### config.mk
export PLATFORM = sky130hd
export DESIGN_NAME = ultrasonic_dist_proc
export DESIGN_NICKNAME = d
export VERILOG_FILES = /design/src/rtl/ultrasonic_dist_proc_pkg.sv /design/src/rtl/ultrasonic_dist_proc_bin2bcd_seq.sv /design/src/rtl/ultrasonic_dist_proc.sv
export SDC_FILE = /design/constraint.sdc
export NUM_CORES = 1
export LEC_CHECK = 0
export ABC_AREA = 0
export CAP_MARGIN = 20
export CELL_PAD_IN_SITES_DETAIL_PLACEMENT = 1
export CELL_PAD_IN_SITES_GLOBAL_PLACEMENT = 1
export CORE_ASPECT_RATIO = 2
export CORE_MARGIN = 2
export CORE_UTILIZATION = 38
export CTS_CLUSTER_SIZE = 8
export DETAILED_ROUTE_END_ITERATION = 10
export DONT_BUFFER_PORTS = 1
export PLACE_DENSITY = 0.74
export SLEW_MARGIN = 20
export SYNTH_ARGS = -nofsm -noshare
export SYNTH_HDL_FRONTEND = slang
export SYNTH_SLANG_ARGS = --single-unit
### constraint.sdc
create_clock -name clk -period 4.7 [get_ports clk]
set_input_delay 0.705 -clock clk [delete_from_list [all_inputs] [get_ports clk]]
set_output_delay 0.705 -clock clk [all_outputs]
set_load 0.005 [all_outputs]
### src/rtl/ultrasonic_dist_proc_pkg.sv
// Shared constants and FSM encoding for the ultrasonic distance post-processor.
package ultrasonic_dist_proc_pkg;

    localparam int DIST_W     = 9;
    localparam int CONV_ITERS = 9;

    localparam logic [1:0] ST_IDLE    = 2'd0;
    localparam logic [1:0] ST_ACCUM   = 2'd1;
    localparam logic [1:0] ST_CONVERT = 2'd2;
    localparam logic [1:0] ST_DONE    = 2'd3;

    typedef enum logic [1:0] {
        IDLE    = ST_IDLE,
        ACCUM   = ST_ACCUM,
        CONVERT = ST_CONVERT,
        DONE    = ST_DONE
    } state_t;

    function automatic logic [3:0] dabble(input logic [3:0] d);
        return (d >= 4'd5) ? d + 4'd3 : d;
    endfunction

endpackage

### src/rtl/ultrasonic_dist_proc_bin2bcd_seq.sv
// Sequential double-dabble: one add-3/shift iteration per clock.
module bin2bcd_seq
    import ultrasonic_dist_proc_pkg::*;
(
    input  logic              clk,
    input  logic              reset_p,
    input  logic              start,
    input  logic [DIST_W-1:0] bin,
    output logic              done,
    output logic [3:0]        hund,
    output logic [3:0]        tens,
    output logic [3:0]        ones
);

    localparam int SH_W = DIST_W + 12;

    logic [SH_W-1:0] shreg;
    logic [SH_W-1:0] adj;
    logic [3:0]      cnt;
    logic            running;

    always_comb begin
        adj = shreg;
        adj[SH_W-1:SH_W-4]   = dabble(shreg[SH_W-1:SH_W-4]);
        adj[SH_W-5:SH_W-8]   = dabble(shreg[SH_W-5:SH_W-8]);
        adj[SH_W-9:SH_W-12]  = dabble(shreg[SH_W-9:SH_W-12]);
    end

    // done marks the cycle whose closing edge performs the final iteration
    assign done = running && (cnt == 4'd1);

    always_ff @(posedge clk) begin
        if (reset_p) begin
            shreg   <= '0;
            cnt     <= '0;
            running <= 1'b0;
        end else if (start) begin
            shreg   <= {12'b0, bin};
            cnt     <= 4'(CONV_ITERS);
            running <= 1'b1;
        end else if (running) begin
            shreg <= {adj[SH_W-2:0], 1'b0};
            cnt   <= cnt - 4'd1;
            if (cnt == 4'd1)
                running <= 1'b0;
        end
    end

    assign hund = shreg[SH_W-1:SH_W-4];
    assign tens = shreg[SH_W-5:SH_W-8];
    assign ones = shreg[SH_W-9:SH_W-12];

endmodule

### src/rtl/ultrasonic_dist_proc.sv
// Range check, power-of-two moving average and BCD conversion of distances.
module ultrasonic_dist_proc
    import ultrasonic_dist_proc_pkg::*;
#(
    parameter int AVG_LOG2 = 2,
    parameter int MIN_CM   = 2,
    parameter int MAX_CM   = 400
) (
    input  logic       clk,
    input  logic       reset_p,
    input  logic [8:0] dis_time,
    input  logic       dis_valid,
    output logic [3:0] bcd_hund,
    output logic [3:0] bcd_tens,
    output logic [3:0] bcd_ones,
    output logic       out_valid,
    output logic       out_of_range,
    output logic       busy,
    output logic       dropped
);

    localparam int N     = 1 << AVG_LOG2;
    localparam int SUM_W = DIST_W + AVG_LOG2;
    localparam logic [DIST_W-1:0] MIN_V = DIST_W'(MIN_CM);
    localparam logic [DIST_W-1:0] MAX_V = DIST_W'(MAX_CM);

    state_t              state;
    logic [DIST_W-1:0]   sample;
    logic [DIST_W-1:0]   win [N];
    logic [AVG_LOG2-1:0] wr_ptr;
    logic                filled;
    logic [SUM_W-1:0]    sum;
    logic [SUM_W-1:0]    sum_next;
    logic [DIST_W-1:0]   avg;
    logic                in_range;
    logic                conv_start;
    logic                conv_done;
    logic [3:0]          conv_hund;
    logic [3:0]          conv_tens;
    logic [3:0]          conv_ones;

    assign in_range = (dis_time >= MIN_V) && (dis_time <= MAX_V);

    // An empty window is preloaded with N copies of the first sample
    always_comb begin
        sum_next = sum;
        if (!filled)
            sum_next = SUM_W'(sample) << AVG_LOG2;
        else
            sum_next = sum - SUM_W'(win[wr_ptr]) + SUM_W'(sample);
    end

    assign avg        = sum_next[SUM_W-1:AVG_LOG2];
    assign conv_start = (state == ACCUM);

    bin2bcd_seq u_conv (
        .clk     (clk),
        .reset_p (reset_p),
        .start   (conv_start),
        .bin     (avg),
        .done    (conv_done),
        .hund    (conv_hund),
        .tens    (conv_tens),
        .ones    (conv_ones)
    );

    always_ff @(posedge clk) begin
        if (state == ACCUM) begin
            if (!filled) begin
                for (int i = 0; i < N; i++)
                    win[i] <= sample;
            end else begin
                win[wr_ptr] <= sample;
            end
        end
    end

    always_ff @(posedge clk) begin
        if (reset_p) begin
            state        <= IDLE;
            sample       <= '0;
            wr_ptr       <= '0;
            filled       <= 1'b0;
            sum          <= '0;
            bcd_hund     <= '0;
            bcd_tens     <= '0;
            bcd_ones     <= '0;
            out_valid    <= 1'b0;
            out_of_range <= 1'b0;
            busy         <= 1'b0;
            dropped      <= 1'b0;
        end else begin
            out_valid <= 1'b0;
            dropped   <= dis_valid && (state != IDLE);
            unique case (state)
                IDLE: begin
                    busy <= 1'b0;
                    if (dis_valid) begin
                        if (in_range) begin
                            sample       <= dis_time;
                            out_of_range <= 1'b0;
                            busy         <= 1'b1;
                            state        <= ACCUM;
                        end else begin
                            out_of_range <= 1'b1;
                        end
                    end
                end
                ACCUM: begin
                    sum    <= sum_next;
                    filled <= 1'b1;
                    if (filled)
                        wr_ptr <= wr_ptr + 1'b1;
                    state <= CONVERT;
                end
                CONVERT: begin
                    if (conv_done)
                        state <= DONE;
                end
                DONE: begin
                    bcd_hund  <= conv_hund;
                    bcd_tens  <= conv_tens;
                    bcd_ones  <= conv_ones;
                    out_valid <= 1'b1;
                    state     <= IDLE;
                end
            endcase
        end
    end

endmodule

Yosys cells after proc, flatten, opt, wreduce, memory -nomap -nowiden
Memories as Yosys holds them, arrays and structs flattened. A register that Yosys moved wholly into a read port is not among the register bits.
Index checks and enable logic that the tools add are counted.
{ "word_totals": {"reg_bits": 67, "ramBits": 36, "output_inout_bits": 16, "n_memories": 1} }
{ "classes": {"addsub": 7, "n_lt_le_gt_ge": 5, "n_eq_ne": 7, "muxes": 30, "reduce_logical": 12} }
{ "memory_table": {"columns": ["memory", "words", "word_bits", "read_ports", "rd_clocked_by_memory_dff", "wr", "line_no", "text"], "rows": [
  ["win", 4, 9, 1, 1, 4, "ultrasonic_dist_proc.sv:29", "logic [DIST_W-1:0] win [N];"]
]} }
{ "op_table": {"columns": ["cell", "count"], "rows": [
  ["9-bit 2-to-1 mux", 3],
  ["4-bit 2-to-1 mux", 4],
  ["1-bit 2-to-1 mux", 14],
  ["4-bit by 3-bit greater-or-equal comparator with 1-bit output, second input constant", 3],
  ["2-bit 2-to-1 mux", 6],
  ["11-bit by 9-bit adder with 11-bit output", 1],
  ["11-bit 2-to-1 mux", 1],
  ["11-bit by 9-bit subtractor with 11-bit output", 1],
  ["9-bit by 2-bit greater-or-equal comparator with 1-bit output, second input constant", 1],
  ["9-bit less-or-equal comparator, second input constant", 1],
  ["9-bit OR reduction", 1],
  ["4-bit by 2-bit adder with 4-bit output, second input constant", 2],
  ["2-bit case mux with 4 select lines", 1],
  ["2-bit inequality test, second input constant", 3],
  ["3-bit AND reduction", 2],
  ["2-bit equality test, second input constant", 2],
  ["4-bit by 1-bit equality test with 1-bit output, second input constant", 1],
  ["2-bit AND reduction", 2],
  ["2-bit nonzero test", 2],
  ["4-bit by 1-bit subtractor with 4-bit output, second input constant", 1],
  ["3-bit by 2-bit adder with 3-bit output, second input constant", 1],
  ["1-bit logical AND", 3],
  ["3-bit 2-to-1 mux", 1],
  ["2-bit by 1-bit adder with 2-bit output, second input constant", 1],
  ["3 further kinds", 3]
]} }

Longest topological paths before layout
Gate-level depths: netlist (run 1).
{ "depth": {"word_depth": 5, "ltp_mapped": 13} }

Cells and area by module
Synthesis (run 1) repeated with hierarchy kept, for this count alone.
{ "unflattened": {"cells_unflattened": 525, "hier_area_um2": 5370.2} }
{ "modules_own_cells": {"columns": ["mod", "instances", "cells_per_inst", "area_each_um2", "seq_area_each_um2"], "rows": [
  ["ultrasonic_dist_proc", 1, 354, 3952.5, 1941.9],
  ["bin2bcd_seq", 1, 171, 1417.6, 520.5]
]} }

Worst setup path before layout (run 1)
Ideal clock, no wire load.
{ "synth_timing": {"path_kind": "register to register", "start": "register (tool-made name)", "end": "register u_conv.shreg[6]", "setup_ns": 0.119, "arrival_ns": 3.491, "required_time_ns": 4.581, "setup_slack_ns": 1.090, "stages_incl_launch_ff": 12, "period_less_slack_ns": 3.610, "cell_sequence": "dfxtp_1 > clkbuf_1 > mux4_2 > fa_1 > inv_1 > ha_1 > nor2b_1 > o31a_1 > or4_1 > a31oi_1 > xnor2_1 > o221a_1"} }
{ "synth_lines": {"columns": ["element", "line_no", "text"], "rows": [
  ["to (signal assigned)", "ultrasonic_dist_proc_bin2bcd_seq.sv:38", "shreg <= {12'b0, bin};"],
  ["to (signal assigned)", "ultrasonic_dist_proc_bin2bcd_seq.sv:42", "shreg <= {adj[SH_W-2:0], 1'b0};"],
  ["to (decl)", "ultrasonic_dist_proc_bin2bcd_seq.sv:17", "logic [SH_W-1:0] shreg;"]
]} }

==> impl_metrics.env, run 1 <==
export IMPL_status="complete, no violations"
export IMPL_core_mm2=0.0129
export IMPL_critPathMaxStageDelay_ns=0.53
export IMPL_wl_met1_um=4060
export IMPL_numCtsBuffers=9
export IMPL_fin_crit_sh_pct=76.4
export IMPL_clockBufferDepth=2
export IMPL_hold_class="input port to flop"
export IMPL_whs_path_depth=1
export IMPL_wire_per_inst_um=20.0
export IMPL_start_util_pct=38.5
export IMPL_cts_setup_buffers=0
export IMPL_p_sw_share_pct=38.5
export IMPL_yosysWarningCount=0
export IMPL_cts_tree="done"
export IMPL_ys_seq_area_share_pct=49.5
export IMPL_period_minus_slack_ns=3.59
export IMPL_yosys_most_used_dff="dfxtp_1"
export IMPL_worstPathCellList="buf_4 -> mux4_2 -> fa_1 -> inv_1 -> ha_1 -> o21a_1 -> o31a_1 -> or4_1 -> a31oi_1 -> xnor2_1 -> o221a_1"
export IMPL_drt_iter0_markers=128
export IMPL_irDropWorstVdd_mv=0.272
export IMPL_tns_ns=0
export IMPL_p_sw_mw=1.33
export IMPL_first_pass_iters=4
export IMPL_rsz0062_at_grt="no"
export IMPL_cp_max_fo=5
export IMPL_internal_power_mw=2.12
export IMPL_drt_wl_total_um=12600
export IMPL_cap_violations=0
export IMPL_whs_ns=0.432
export IMPL_clk_latency_ns=0.35
export IMPL_max_freq_mhz=279
export IMPL_critPathArrivalTime_ns=3.82
export IMPL_synth_common_cells="69 x dfxtp_1, 53 x inv_1, 53 x nor2_1"
export IMPL_htreeDepth=3
export IMPL_fill_cells=1417
export IMPL_grt_pass1_wl_um=20300
export IMPL_finClkSkew_ns=0.00800
export IMPL_grt_pass1_vias=3941
export IMPL_clkSinkCount=105
export IMPL_ctsResizeCount=0
export IMPL_areaGrowthSynthToFinish_pct=8.62
export IMPL_antenna_left=0
export IMPL_cts_hold_buffers=0
export IMPL_worstMarginPinSlew_ns=0.773
export IMPL_cts_root_buf="clkbuf_16"
export IMPL_p_per_area_mw_per_mm2=637
export IMPL_clockPowerShare_pct=20.7
export IMPL_die_x_um=84.9
export IMPL_syn_num_nets=526
export IMPL_timing_worst_setup_path_type="flop to flop"
export IMPL_wl_met2_um=7490
export IMPL_yosys_top_cells_area="dfxtp_1 28%, edfxtp_1 22%, ha_1 6.3%, mux2i_1 6.2%, a21oi_1 4.3%"
export IMPL_fin_area_mm2=0.00541
export IMPL_synth_most_common_cell="dfxtp_1"
export IMPL_hold_start="reset_p"
export IMPL_grtUsageTotal_pct=18.7
export IMPL_vias_per_cell=5.63
export IMPL_power_mw=3.44
export IMPL_crit_buf_inv=2
export IMPL_ioPinCount=28
export IMPL_max_slew_margin_rel_pct=47.9
export IMPL_yosysTopAreaCellShare_pct=27.8
export IMPL_rrSetupSlack_ns=1.11
export IMPL_synth_cells=480
export IMPL_cp_num_cells=11
export IMPL_place_hpwl_um=9400
export IMPL_power_leakage_nw=2.00
export IMPL_die_h_um=166
export IMPL_topRoutingLayerUsed="met4"
export IMPL_p_seq_share_pct=39.6
export IMPL_cp_required_ns=4.93
export IMPL_port_buffers=0
export IMPL_place_congestion=0.830
export IMPL_postSynthAreaPerCell_um2=10.4
export IMPL_ys_types=45
export IMPL_placed_area_mm2=0.00513
export IMPL_die_area_mm2=0.0141
export IMPL_netlist_area_mm2=0.00498
export IMPL_cp_start_kind="flop"
export IMPL_synth_edf_count=36
export IMPL_dr_wl_met3_um=336
export IMPL_grt_max_degree=53
export IMPL_rows=59
export IMPL_async_reset_ff_share_pct=0
export IMPL_slew_viol_final=0
export IMPL_antennaDiodeCount=0
export IMPL_drc=0
export IMPL_ff2ff_path_depth=11
export IMPL_clkTransAtPathRegs_ns=0.07
export IMPL_hold_violations=0
export IMPL_synth_seq_cells=105
export IMPL_antenna_found_initial=0
export IMPL_slowest_stage="mux4_2"
export IMPL_vias=3554
export IMPL_finalSetupViolations=0
export IMPL_drive_gt1_share_pct=7.93
export IMPL_overflow=0
export IMPL_power_share_combinational_pct=39.7
export IMPL_yosys_area_top_type="dfxtp_1"
export IMPL_cp_top_family="adder cells"
export IMPL_worstSetupEndpointType="flop"
export IMPL_worstReg2RegEnd="u_conv.shreg[6]"
export IMPL_nNetsFinal=520
export IMPL_worstHoldEndpoint="sum[9]"
[placed cells by master, fill, tap and decap left out, types with 5 or more instances in the layout]
cell type | synthesis | final
nand2_1 | 25 | 25
nor3_1 | 9 | 9
mux2i_1 | 31 | 31
nand3_1 | 5 | 5
edfxtp_1 | 36 | 36
mux4_2 | 9 | 9
o21ai_0 | 22 | 22
nor2_1 | 53 | 53
nand2b_1 | 5 | 5
xor2_1 | 5 | 5
xnor2_1 | 11 | 11
dfxtp_1 | 69 | 69
inv_1 | 53 | 53
ha_1 | 25 | 25
a21oi_1 | 43 | 43
buf_4 | 0 | 5
fa_1 | 9 | 9
clkbuf_16 | 0 | 9
[power groups by stage]
| stage | clock [mW] | sequential, mW | combinational [mW] |
|---|---|---|---|
| 3_5_place_dp | 0 | 1.38 | 1.34 |
| 5_1_grt | 0.762 | 1.39 | 1.52 |
| 3_3_place_gp | 0 | 1.36 | 1.27 |
| 6_report | 0.714 | 1.36 | 1.37 |
| 2_1_floorplan | 0 | 1.30 | 1.03 |
| 4_1_cts | 0.729 | 1.37 | 1.37 |
[cells by family after synthesis]
family	Yosys count	synth area share, %
fa+ha+maj	34	9.90
flops	105	49.5
compound gates	91	10.6
xor+xnor	16	2.82
buf+inv	76	5.76
simple gates	114	10.2
mux	44	11.2
[cell type report]
class                   count  area, um2  area share (%)
multi-input cells         299       2230            41.3
clock buffers               9        225            4.17
inverters                  54        203            3.75
clock inverters             7       55.1            1.02
repair buffers              5       37.5           0.694
well taps                 152        190            3.52
flip-flops and latches    105       2460            45.5
[worst max path at each step]
stage | slack (ns) | endpoint
2_1_floorplan | 1.09 | u_conv.shreg[6]
3_3_place_gp | 1.23 | u_conv.shreg[6]
3_5_place_dp | 1.15 | u_conv.shreg[4]
4_1_cts | 1.08 | u_conv.shreg[6]
5_1_grt | 0.87 | u_conv.shreg[7]
6_report | 1.11 | u_conv.shreg[6]
[through the flow]
step	cells	setup slack [ns]	utilization [%]
floorplan	480	1.09	-
finish	631	1.11	41.8
detailed placement	615	1.15	39.7
global placement	615	1.23	39.7
global route	631	0.873	41.8
CTS	631	1.08	41.8
[layer usage]
metal,GRT usage (%),vias up
met5,0,-
met4,11.8,0
met3,3.18,49
met2,36.8,95
met1,16.7,1783
li1,-,1627
[state kept, by name, indices dropped and copies added, names as in the netlist, named ones only]
register	flops
bcd_hund	4
bcd_ones	4
bcd_tens	4
busy	1
dropped	1
filled	1
out_of_range	1
out_valid	1
sample	9
state	2
sum	11
u_conv.cnt	4
u_conv.running	1
u_conv.shreg	21
win	36
wr_ptr	2
(Power assumes the default switching activity.)
==> run 2: changes to the inputs <==
==> constraint.sdc (replaced) <==
create_clock -name clk -period 3.5 [get_ports clk]
set_input_delay 0.525 -clock clk [delete_from_list [all_inputs] [get_ports clk]]
set_output_delay 0.525 -clock clk [all_outputs]
set_load 0.005 [all_outputs]
==> run 2 against run 1 <==
Combinational power up 46%; critical path type unchanged; clock-buffer cell count up 2; sequential cell count unchanged; critical endpoint unchanged; clock skew up 0.00067 ns; maximum frequency up 5.1%; via count down 1.7%; sequential share of layout area down 0.90 points; first-iteration DRC count down 1.6%; hold slack worse by 0.18 ns; core utilization up 0.86 points; sequential power up 34%.
==> impl_metrics.env, run 2 (synthesized netlist as in run 1, its figures left out) <==
export IMPL_status="complete, no violations"
export IMPL_fill_cells=1404
export IMPL_vias_per_cell=5.45
export IMPL_cp_max_fo=7
export IMPL_largest_register_ffs=36
export IMPL_drc=0
export IMPL_drt_wl_total_um=12500
export IMPL_finClkSkew_ns=0.00867
export IMPL_timing_worst_setup_path_type="flop to flop"
export IMPL_numCtsBuffers=9
export IMPL_finalSetupViolations=0
export IMPL_layout_commonest_cell="dfxtp_1"
export IMPL_p_per_area_mw_per_mm2=863
export IMPL_slowest_stage="fa_1"
export IMPL_placed_area_mm2=0.00519
export IMPL_worstSetupEndpointType="flop"
export IMPL_cp_start_kind="flop"
export IMPL_grt_pass1_vias=3863
export IMPL_use_met2_pct=36.5
export IMPL_max_slew_margin_rel_pct=50.3
export IMPL_cp_required_ns=3.74
export IMPL_utilization_pct=42.7
export IMPL_clockPowerShare_pct=19.7
export IMPL_cts_hold_buffers=0
export IMPL_top_usage_layer="met2"
export IMPL_start_util_pct=38.5
export IMPL_slew_viol_final=0
export IMPL_die_area_mm2=0.0141
export IMPL_dp_cells=623
export IMPL_die_x_um=84.9
export IMPL_worstMarginPinSlew_ns=0.745
export IMPL_p_sw_mw=1.82
export IMPL_crit_buf_inv=2
export IMPL_port_buffers=0
export IMPL_p_seq_share_pct=38.3
export IMPL_tns_ns=0
export IMPL_power_mw=4.76
export IMPL_grt_max_degree=53
export IMPL_cap_violations=0
export IMPL_vias=3495
export IMPL_grtUsageTotal_pct=19.0
export IMPL_place_hpwl_um=9510
export IMPL_drive_gt1_share_pct=11.0
export IMPL_clkTransAtPathRegs_ns=0.07
export IMPL_clk_latency_ns=0.35
export IMPL_critPathMaxStageDelay_ns=0.51
export IMPL_grt_pass1_wl_um=20500
export IMPL_regArea_mm2=0.00246
export IMPL_hold_class="input port to flop"
export IMPL_first_pass_iters=4
export IMPL_htreeDepth=3
export IMPL_multiInputGateArea_mm2=0.00227
export IMPL_overflow=0
export IMPL_ioPinCount=28
export IMPL_drt_iter0_markers=126
export IMPL_irDropWorstVdd_mv=0.308
export IMPL_worstPathCellList="buf_12 -> mux4_2 -> fa_1 -> inv_1 -> ha_1 -> nor2b_2 -> o31a_1 -> or4_4 -> a31oi_4 -> xnor2_2 -> o221a_1"
export IMPL_fin_area_mm2=0.00552
export IMPL_rows=59
export IMPL_power_leakage_nw=2.06
export IMPL_antennaDiodeCount=0
export IMPL_antenna_found_initial=0
export IMPL_place_congestion=0.836
export IMPL_reg_top3="win: 36 flops, u_conv.shreg: 21 flops, sum: 11 flops"
export IMPL_nNetsFinal=530
export IMPL_antenna_left=0
export IMPL_clkSinkCount=105
export IMPL_critPathArrivalTime_ns=3.65
export IMPL_cp_top_family="adder cells"
export IMPL_clockBufferDepth=2
export IMPL_final_cell_mix="68 x dfxtp_1, 53 x inv_1, 53 x nor2_1, 43 x a21oi_1, 36 x edfxtp_1"
export IMPL_fin_cells=641
export IMPL_max_freq_mhz=293
export IMPL_top_register="win"
export IMPL_die_h_um=166
export IMPL_use_met3_pct=2.98
export IMPL_cts_tree="done"
export IMPL_power_share_combinational_pct=42.0
export IMPL_period_minus_slack_ns=3.42
export IMPL_internal_power_mw=2.94
export IMPL_wire_per_inst_um=19.5
export IMPL_grt_use_met1_pct=18.2
export IMPL_core_mm2=0.0129
export IMPL_areaGrowthSynthToFinish_pct=10.9
export IMPL_p_sw_share_pct=38.2
export IMPL_fin_crit_sh_pct=97.6
export IMPL_hold_violations=0
export IMPL_cts_root_buf="clkbuf_16"
[run 2: cell types whose count changed in the layout (fill, tap and decap cells not counted), moves of 2 or more]
cell        previous run  this run
inv_4                  0         2
clkbuf_1               0         2
clkinvlp_4             2         0
buf_4                  5        14
[run 2: per-stage QoR]
step / worst slack (ns) / hold slack (ns)
floorplan: 0.124 / 0.444
global placement: 0.146 / 0.454
detailed placement: 0.0639 / 0.462
CTS: 0.0576 / 0.231
global route: -0.000132 / 0.237
finish: 0.0850 / 0.251
[run 2: per-layer routing]
layer	share of wire [%]	vias up	wire length (um)
met5	0	-	0
met4	5.8	0	724
met3	2.5	34	309
met2	58	65	7250
met1	34	1738	4210
li1	-	1658	-
[run 2: repair_timing]
action                     CTS  global route
setup endpoints to repair    0            11
resized for setup            0            11
setup buffers                0             2
[run 2: worst paths after layout]
check / start / endpoint / slack (ns) / cells after the start
max: flop / u_conv.shreg[6] / 0.08 / 11
min reg2reg: sum[7] / sum[7] / 0.47 / 2
min: reset_p / sum[9] / 0.25 / 1
max reg2reg: flop / u_conv.shreg[6] / 0.08 / 11
[run 2: power groups by stage]
stage | sequential (mW) | clock, mW | combinational [mW]
final | 1.82 | 0.937 | 2.00
after global routing | 1.86 | 1.00 | 2.23
after CTS | 1.83 | 0.965 | 1.90
after detailed placement | 1.85 | 0 | 1.89
after global placement | 1.82 | 0 | 1.77
after floorplan | 1.75 | 0 | 1.38
[run 2: cell type report]
class                   instances  share of cell area (%)
flip-flops and latches        105                    44.6
multi-input cells             299                    41.1
clock buffers                  11                    4.22
inverters                      54                    3.67
well taps                     152                    3.45
repair buffers                 15                    2.27
clock inverters                 5                   0.680
[run 2: worst register-to-register path: stages, from the launching register on]
cell	delay [ns]
dfxtp_2	0.34
buf_12	0.12
mux4_2	0.50
fa_1	0.51
inv_1	0.05
ha_1	0.31
nor2b_2	0.17
o31a_1	0.35
or4_4	0.45
a31oi_4	0.19
xnor2_2	0.09
o221a_1	0.24
==> run 3: changes to the inputs <==
--- a/config.mk
+++ b/config.mk
@@ -11,11 +11,11 @@
 export CELL_PAD_IN_SITES_GLOBAL_PLACEMENT = 1
 export CORE_ASPECT_RATIO = 2
 export CORE_MARGIN = 2
-export CORE_UTILIZATION = 38
+export CORE_UTILIZATION = 29
 export CTS_CLUSTER_SIZE = 8
 export DETAILED_ROUTE_END_ITERATION = 10
 export DONT_BUFFER_PORTS = 1
-export PLACE_DENSITY = 0.74
+export PLACE_DENSITY = 0.61
 export SLEW_MARGIN = 20
 export SYNTH_ARGS = -nofsm -noshare
 export SYNTH_HDL_FRONTEND = slang
==> run 3 against run 2 <==
Combinational power shrank 3%; wire length is essentially flat; hold slack gained 0.0028 ns; non-clock buffer count grew 3; sequential cell count is the same; maximum frequency grew 1.1%; register-to-register slack gained 0.04 ns; critical path depth is the same; power is essentially flat; via count grew 1.2%; core utilization shrank 9.0 points; largest power group unchanged.
==> impl_metrics.env, run 3 (synthesized netlist as in run 1, its figures left out) <==
export IMPL_status="complete, no violations"
export IMPL_rsz0062_at_grt="no"
export IMPL_cp_max_fo=9
export IMPL_cts_hold_buffers=0
export IMPL_drc=0
export IMPL_vias_per_cell=5.06
export IMPL_ioPinCount=28
export IMPL_clockBufferDepth=2
export IMPL_multiInputGateArea_mm2=0.00227
export IMPL_fill_cells=1941
export IMPL_irDropWorstVdd_mv=0.405
export IMPL_wire_per_inst_um=17.9
export IMPL_grt_pass1_wl_um=20200
export IMPL_endpoint="u_conv.shreg[6]"
export IMPL_grt_pass1_vias=3836
export IMPL_grtUsageTotal_pct=14.1
export IMPL_rrSetupSlack_ns=0.12
export IMPL_cap_violations=0
export IMPL_cp_required_ns=3.73
export IMPL_rows=67
export IMPL_drt_iter0_markers=85
export IMPL_internal_power_mw=3.01
export IMPL_die_x_um=96.6
export IMPL_critPathArrivalTime_ns=3.61
export IMPL_max_slew_margin_rel_pct=51.0
export IMPL_regArea_mm2=0.00246
export IMPL_worstSetupEndpointType="flop"
export IMPL_first_pass_iters=4
export IMPL_cp_start_kind="flop"
export IMPL_die_area_mm2=0.0183
export IMPL_grt_max_degree=53
export IMPL_dp_slack_ns=0.0767
export IMPL_nNetsFinal=533
export IMPL_cts_root_buf="clkbuf_16"
export IMPL_final_cell_mix="68 x dfxtp_1, 53 x inv_1, 53 x nor2_1, 43 x a21oi_1, 36 x edfxtp_1"
export IMPL_p_sw_mw=1.75
export IMPL_numCtsBuffers=9
export IMPL_port_buffers=0
export IMPL_max_freq_mhz=296
export IMPL_hold_violations=0
export IMPL_cts_tree="done"
export IMPL_power_leakage_nw=2.09
export IMPL_worstPathCellList="buf_12 -> mux4_2 -> fa_1 -> inv_1 -> ha_1 -> nor2b_2 -> o31a_1 -> or4_4 -> a31oi_4 -> xnor2_2 -> o221a_1"
export IMPL_htreeDepth=3
export IMPL_die_h_um=189
export IMPL_clockPowerShare_pct=21.2
export IMPL_areaGrowthSynthToFinish_pct=13.4
export IMPL_top_register="win"
export IMPL_finClkSkew_ns=0.00766
export IMPL_reg_top3="win: 36 flops, u_conv.shreg: 21 flops, sum: 11 flops"
export IMPL_place_congestion=0.775
export IMPL_place_hpwl_um=9540
export IMPL_core_mm2=0.0168
export IMPL_hold_class="input port to flop"
export IMPL_layout_commonest_cell="dfxtp_1"
export IMPL_p_sw_share_pct=36.8
export IMPL_timing_worst_setup_path_type="flop to flop"
export IMPL_drt_wl_total_um=12500
export IMPL_fin_cells=699
export IMPL_ff2ff_path_depth=11
export IMPL_largest_register_ffs=36
export IMPL_start_util_pct=29.7
export IMPL_slew_viol_final=0
export IMPL_worstMarginPinSlew_ns=0.734
export IMPL_p_per_area_mw_per_mm2=843
export IMPL_fin_crit_sh_pct=96.5
export IMPL_slowest_stage="mux4_2"
export IMPL_power_share_combinational_pct=40.5
export IMPL_clkSinkCount=105
export IMPL_clkTransAtPathRegs_ns=0.07
export IMPL_finalSetupViolations=0
export IMPL_antenna_found_initial=0
export IMPL_antennaDiodeCount=0
export IMPL_period_minus_slack_ns=3.38
export IMPL_vias=3536
export IMPL_p_seq_share_pct=38.3
export IMPL_layout_setup_ws_ns=0.124
export IMPL_dp_cells=678
export IMPL_drive_gt1_share_pct=11.4
export IMPL_antenna_left=0
export IMPL_critPathMaxStageDelay_ns=0.50
export IMPL_worstReg2RegEnd="u_conv.shreg[6]"
export IMPL_clk_latency_ns=0.34
export IMPL_overflow=0
export IMPL_tns_ns=0
==> run 3: changes by cell type in the layout (fill, tap and decap cells not counted) <==
cell	before	now
a21boi_0	1	2
a21boi_2	1	0
a41oi_1	1	0
a41oi_2	0	1
buf_4	14	17
clkbuf_16	9	11
clkinv_4	0	2
ha_1	24	25
ha_2	1	0
inv_4	2	0
inv_6	1	0
inv_8	1	0
==> run 3: power by group through the flow <==
| stage | Combinational [mW] | Sequential [mW] | Clock, mW |
|---|---|---|---|
| finish | 1.93 | 1.82 | 1.01 |
| global route | 2.17 | 1.86 | 1.09 |
| CTS | 1.85 | 1.83 | 1.04 |
| detailed placement | 1.84 | 1.85 | 0 |
| global placement | 1.78 | 1.83 | 0 |
| floorplan | 1.38 | 1.75 | 0 |
==> run 3: area by class of cell <==
| type | instances | share of cell area [%] |
|---|---|---|
| clock buffer | 13 | 5.01 |
| clock inverter | 3 | 0.399 |
| timing repair buffer | 18 | 2.62 |
| tap | 207 | 4.59 |
| sequential | 105 | 43.6 |
| multi-input combinational | 299 | 40.2 |
| inverter | 54 | 3.59 |
==> run 3: worst min-delay path by stage <==
| stage | endpoint | startpoint | cells past startpoint |
|---|---|---|---|
| floorplan | u_conv.shreg[20] | u_conv.shreg[20] | 2 |
| global placement | sum[2] | sum[2] | 2 |
| detailed placement | sum[7] | sum[7] | 2 |
| CTS | u_conv.running | reset_p | 1 |
| global route | u_conv.cnt[0] | reset_p | 1 |
| finish | u_conv.running | reset_p | 1 |
==> run 3: critical path, delay by kind of cell (launching register included) <==
kind | cells | cell delay [ns]
buffers and inverters | 2 | 0.17
and+or+nand+nor | 2 | 0.62
DFF | 1 | 0.34
muxes | 1 | 0.50
xor gates and xnor gates | 1 | 0.08
AOI/OAI and AO/OA | 3 | 0.77
adders and majority gates | 2 | 0.79
==> run 3: per-layer routing <==
layer / global-route usage [%] / vias to the layer above / share of wire [%]
met5: 0 / - / 0
met4: 7.20 / 0 / 3.8
li1: - / 1658 / -
met3: 2.10 / 30 / 2.3
met2: 28.5 / 56 / 60
met1: 13.4 / 1792 / 34
==> run 3: per-stage QoR <==
stage / power, mW / area, um2 / hold slack [ns] / utilization [%]
after global routing: 5.12 / 5650 / 0.235 / 33.7
after floorplan: 3.13 / 4980 / 0.444 / -
after detailed placement: 3.69 / 5260 / 0.461 / 31.4
final: 4.76 / 5650 / 0.254 / 33.7
after global placement: 3.61 / 5260 / 0.452 / 31.4
after CTS: 4.72 / 5570 / 0.240 / 33.2
==> run 3: timing repair <==
item / in CTS / in global routing
gates resized for setup: 0 / 9
endpoints found under the hold margin: 0 / 0
buffers inserted: 0 / 5
setup endpoints to repair: 0 / 9
